**src/rtl/comp_eq.sv**
```systemverilog
// Equality / magnitude comparator: combinational equal flag and XOR difference, registered
// eq/lt/gt with valid, saturating equal-hit counter and sticky mismatch. Option: COMP_SIGNED_EN.
module comp_eq #(
  parameter int width = 8
) (
  input  logic             clk_i,
  input  logic             rst_i,
  input  logic [width-1:0] a_i,
  input  logic [width-1:0] b_i,
  output logic             equal_o,
  output logic [width-1:0] diff_o,
  input  logic             valid_i,
  input  logic             clr_i,
`ifdef COMP_SIGNED_EN
  input  logic             signed_i,
`endif
  output logic             valid_o,
  output logic             eq_q_o,
  output logic             lt_q_o,
  output logic             gt_q_o,
  output logic [15:0]      eq_cnt_o,
  output logic             mismatch_o
);

  // valid_i is a sample request with no back-pressure: every cycle it is high is accepted,
  // and valid_o qualifies eq/lt/gt_q_o exactly one cycle later.

  localparam logic [width-1:0] msb_mask = width'(1) << (width - 1);

  logic             sgn_sel;
  logic [width-1:0] a_k;
  logic [width-1:0] b_k;
  logic             lt_c;
  logic             gt_c;

`ifdef COMP_SIGNED_EN
  assign sgn_sel = signed_i;
`else
  assign sgn_sel = 1'b0;
`endif

  assign diff_o  = a_i ^ b_i;
  assign equal_o = (a_i == b_i);

  // Inverting the sign bit maps two's-complement order onto unsigned order.
  assign a_k  = sgn_sel ? (a_i ^ msb_mask) : a_i;
  assign b_k  = sgn_sel ? (b_i ^ msb_mask) : b_i;
  assign lt_c = (a_k < b_k);
  assign gt_c = (a_k > b_k);

  always_ff @(posedge clk_i) begin
    if (rst_i) begin
      valid_o <= 1'b0;
      eq_q_o  <= 1'b0;
      lt_q_o  <= 1'b0;
      gt_q_o  <= 1'b0;
    end else begin
      valid_o <= valid_i;
      if (valid_i) begin
        eq_q_o <= equal_o;
        lt_q_o <= lt_c;
        gt_q_o <= gt_c;
      end
    end
  end

  // Clear overrides a same-cycle sample for the counter and sticky flag only.
  always_ff @(posedge clk_i) begin
    if (rst_i || clr_i) begin
      eq_cnt_o   <= 16'h0000;
      mismatch_o <= 1'b0;
    end else if (valid_i) begin
      if (equal_o && (eq_cnt_o != 16'hFFFF))
        eq_cnt_o <= eq_cnt_o + 16'd1;
      if (!equal_o)
        mismatch_o <= 1'b1;
    end
  end

endmodule

```
**config.mk**
```make
export PLATFORM = sky130hd
export DESIGN_NAME = comp_eq
export DESIGN_NICKNAME = d
export VERILOG_FILES = /design/src/rtl/comp_eq.sv
export SDC_FILE = /design/constraint.sdc
export NUM_CORES = 1
export LEC_CHECK = 0
export CELL_PAD_IN_SITES_DETAIL_PLACEMENT = 1
export CELL_PAD_IN_SITES_GLOBAL_PLACEMENT = 1
export CORE_AREA = 2 2 65 67
export DETAILED_ROUTE_END_ITERATION = 8
export DIE_AREA = 0 0 67 69
export GPL_ROUTABILITY_DRIVEN = 0
export PLACE_DENSITY_LB_ADDON = 0.1
export RECOVER_POWER = 100
export SETUP_SLACK_MARGIN = 0.4
export SLEW_MARGIN = 30
export SYNTH_ARGS = -nofsm -noshare
export SYNTH_HDL_FRONTEND = slang
export SYNTH_SLANG_ARGS = --single-unit
```
**constraint.sdc**
```tcl
create_clock -name clk_i -period 3.7 [get_ports clk_i]
set_input_delay 0.74 -clock clk_i [delete_from_list [all_inputs] [get_ports clk_i]]
set_output_delay 0.74 -clock clk_i [all_outputs]
set_load 0.1 [all_outputs]
```
# Yosys cells after proc, flatten, opt, wreduce, memory -nomap -nowiden
# Index checks and enable logic that the tools add are counted.
[word_totals] word_cells=17 register_bits=21 output_inout_bits=30 input_bits=20
[classes] n_bitwise=2 n_eq_ne=2 order_cmp=2 n_reduce_logical=4 n_addsub=1
[op_table] op="$add A16 B1 Y16 const B" n=1
[op_table] op="$ne A16 B16 Y1 const B" n=1
[op_table] op="$eq A8 B8 Y1" n=1
[op_table] op="$gt A8 B8 Y1" n=1
[op_table] op="$lt A8 B8 Y1" n=1
[op_table] op="$xor A8 B8 Y8" n=1
[op_table] op="$reduce_and A2 Y1" n=2
[op_table] op="$logic_and A1 B1 Y1" n=1
[op_table] op="$logic_or A1 B1 Y1" n=1
[op_table] op="$not A1 Y1" n=1

# Logic depth before layout (Yosys ltp)
[depth] depth_word=3 depth_mapped=7 ltp_nobuf=7

# Worst setup path after synthesis
# Ideal clock, no wire load.
[synth_path] path_type="in2out" from="in b_i[6]" to="out equal_o" cell_stages=4 path_buffers=0 slack_ns=0.284 t_required_ns=2.960 arrival_time_ns=2.676 path_cell_list="inv_1 > ha_1 > nand4_1 > nor2_1"
[synth_between] elab_chain_cells=1
[synth_lines] item="start, declared" line="9" text="input logic [width-1:0] b_i,"
[synth_lines] item="$eq A8 B8 Y1" line="43" text="assign equal_o = (a_i == b_i);"
[synth_lines] item="end, declared" line="10" text="output logic equal_o,"
# No other way between the ends.

# Worst setup path in the final report
[layout_path] from="in b_i[6]" to="out diff_o[6]"
[layout_between] elab_chain_cells=1
[layout_lines] item="$xor A8 B8 Y8" line="42" text="assign diff_o = a_i ^ b_i;"
[layout_lines] item="end, declared" line="11" text="output logic [width-1:0] diff_o,"
# No other way between the ends.

==> results_dict.tcl <==
set metrics [dict create \
    final_cell_mix "dlygate4sd3_1 (23), dfxtp_1 (21), inv_1 (18)" \
    vias 1188 \
    yosys.area_share.simple_pct 26.7 \
    synthFlopType "dfxtp_1" \
    cts-buffers-inserted 3 \
    hold-path-cell-count 2 \
    std_cell_rows 23 \
    cp.arrival_ns 2.56 \
    slowest_stage "clkbuf_1" \
    outcome "completed" \
    slowest_delay_ns 0.85 \
    die_y_um 69 \
    maxCapViolCount 0 \
    rsz0062_at_grt "no" \
    grt_pass1_wl_um 5720 \
    period_needed_ns 3.30 \
    path_common_cell "inv_1" \
    final-instance-count-excl-fill 243 \
    nets 223 \
    drive_gt1_share_pct 6.22 \
    pin_count 50 \
    antenna_left 0 \
    critPathKind "in -> out" \
    drc 0 \
    ctsHtreeMaxLevel 1 \
    wl_per_cell_um 13.4 \
    setup_viol 0 \
    crit_chain "dlygate4sd3_1 -> inv_1 -> ha_1 -> inv_1 -> clkbuf_1" \
    cts_sinks 21 \
    cp-start-kind "input pin" \
    synth-seq-cells 21 \
    syn_nets 171 \
    root_buffer "clkbuf_8" \
    synth_warnings 0 \
    worst_pin_slew_ns 1.19 \
    cp_data_required_time_ns 2.96 \
    clock_skew_ns 0.00181 \
    gr-total-overflow 0 \
    rr_worst_depth 5 \
    die_w_um 67 \
    hold_violations 0 \
    grtUsageTotal_pct 15.8 \
    critPathMaxFanout 4 \
    final_util_pct 43.7 \
    place_hpwl_um 2660 \
    synth_cells 142 \
    worstHoldEndpoint "mismatch_o$_SDFFE_PP0P_" \
    first_pass_iters 4 \
    finalMaxSlewViolations 0 \
    syn_avg_cell_area_um2 8.40 \
    leakagePower_nw 0.735 \
    synth_enable_flop_cells 0 \
    p_per_area_mw_per_mm2 316 \
    grt_max_degree 17 \
    antenna_found_initial 0 \
    cts_buffer_depth 2 \
    synth.cell_area_mm2 0.00119 \
    synthMuxAreaShare_pct 0.839 \
    postCtsResizedCells 0 \
    fin_crit_sh_pct 89.3 \
    coreArea_mm2 0.00391 \
    hold_start "mismatch_o$_SDFFE_PP0P_" \
    fin_setup_tns_ns 0 \
    fmax_ghz 0.303 \
    n_antenna_cell 0 \
    yosysUniqueCellTypes 38 \
    grt_pass1_vias 1239 \
    ctsHoldBuffers 0 \
    hp-class "reg -> reg" \
    cp-end-kind "output port" \
    worstSkewPairLatency_ns 0.26 \
    clk_pin_slew_ns 0.08 \
    relSlewSlack_pct 21.3 \
    peakVddDrop_v 0.000153 \
    mostFrequentLayoutCell "dlygate4sd3_1" \
    rr_endpoint "eq_cnt_o[2]$_SDFFE_PP0P_" \
    r2r_slack_ns 1.33 \
    initial_core_util_pct 30.5 \
    synth_fa_ha_area_share_pct 9.44 \
    port_buffers 49 \
    first_iter_violations 26 \
    ys_seq_area_share_pct 35.3 \
    yosys.area_share.xor_xnor_pct 4.41 \
    synth_top_family_by_area "simple AND/OR/NAND/NOR gates" \
    via_per_inst 4.89 \
    routed_wl_um 3260 \
    dieArea_mm2 0.00462 \
    num-fill-cells 492 \
    cts_tree "built" \
    placed_cells 239 \
    ys_async_sr_fraction_pct 0 \
    postCtsSetupBuffers 0 \
    synth_compound_gate_area_share_pct 15.8 \
    reg2reg_from "eq_cnt_o[5]$_SDFFE_PP0P_" \
    area_delta_synth_final_pct 43.3 \
]
==> worst max path at each step <==
stage	endpoint	depth (start not counted)	slack (ns)	startpoint
4_1_cts	equal_o	6	0.59	b_i[6]
5_1_grt	diff_o[6]	5	0.35	b_i[6]
2_1_floorplan	equal_o	4	0.75	b_i[6]
3_5_place_dp	eq_cnt_o[9]$_SDFFE_PP0P_	8	0.57	b_i[6]
6_report	diff_o[6]	5	0.40	b_i[6]
3_3_place_gp	equal_o	6	0.65	b_i[6]
==> flip-flops by register name (all words and copies together) (netlist names) <==
signal      cells
eq_q_o          1
eq_cnt_o       16
lt_q_o          1
valid_o         1
gt_q_o          1
mismatch_o      1
==> per-layer routing <==
layer | part of all wire (%) | up-vias | track usage, %
met1 | 44 | 554 | 19.9
met5 | 0 | - | 0
met3 | 3.9 | 5 | 4.57
li1 | - | 606 | -
met4 | 1.0 | 0 | 4.08
met2 | 51 | 23 | 26.2
==> synth_stat cells, types with 2 or more instances <==
master,number,area share (%)
nand4_1,5,2.6
o21ai_0,4,1.7
nor3_1,3,1.3
xor2_1,6,4.4
nand3_1,9,3.8
clkbuf_1,2,0.63
or3_1,4,2.1
dfxtp_1,21,35
or4_1,2,1.3
o211ai_2,2,2.1
nand2_1,8,2.5
nor2_1,13,4.1
o211ai_1,2,1.3
inv_1,18,5.7
a21oi_1,12,5.0
ha_1,9,9.4
==> critical path: cells and delay by family <==
| family | cells | cell delay [ns] |
|---|---|---|
| fa+ha+maj | 1 | 0.33 |
| buf+inv | 4 | 1.49 |
==> area by class of cell <==
| type | count | area, µm² | share of cell area (%) |
|---|---|---|---|
| Tap cell | 50 | 62.6 | 3.66 |
| Clock buffer | 3 | 41.3 | 2.42 |
| Sequential cell | 21 | 420 | 24.6 |
| Clock inverter | 1 | 5.00 | 0.293 |
| Multi-Input combinational cell | 99 | 654 | 38.3 |
| Inverter | 19 | 71.3 | 4.17 |
| Timing Repair Buffer | 50 | 454 | 26.6 |
==> logic make-up (layout without fill, tap and decap cells) <==
logic type | count (synthesis) | after routing
AO/OA/AOI/OAI | 27 | 27
XOR/XNOR | 6 | 6
adder cells (fa/ha/maj) | 9 | 9
buffers and inverters | 22 | 73
flip-flops | 21 | 21
multiplexers | 1 | 1
AND/OR/NAND/NOR | 56 | 56
==> through the flow <==
| stage | power, mW | hold slack [ns] | instance area (µm²) | worst slack [ns] |
|---|---|---|---|---|
| after global placement | 0.403 | 0.480 | 1730 | 0.652 |
| final | 0.540 | 0.495 | 1710 | 0.398 |
| after CTS | 0.558 | 0.504 | 1770 | 0.586 |
| after detailed placement | 0.405 | 0.476 | 1730 | 0.573 |
| after global routing | 0.565 | 0.530 | 1710 | 0.346 |
| after floorplan | 0.355 | 0.812 | 1190 | 0.747 |
==> where the power goes <==
part	total, mW	switching, mW	internal (mW)
clock network	0.152	0.0767	0.0751
logic	0.158	0.121	0.0374
registers	0.230	0.00138	0.229
total	0.540	0.199	0.341
Power figures use the tool's default switching activity.
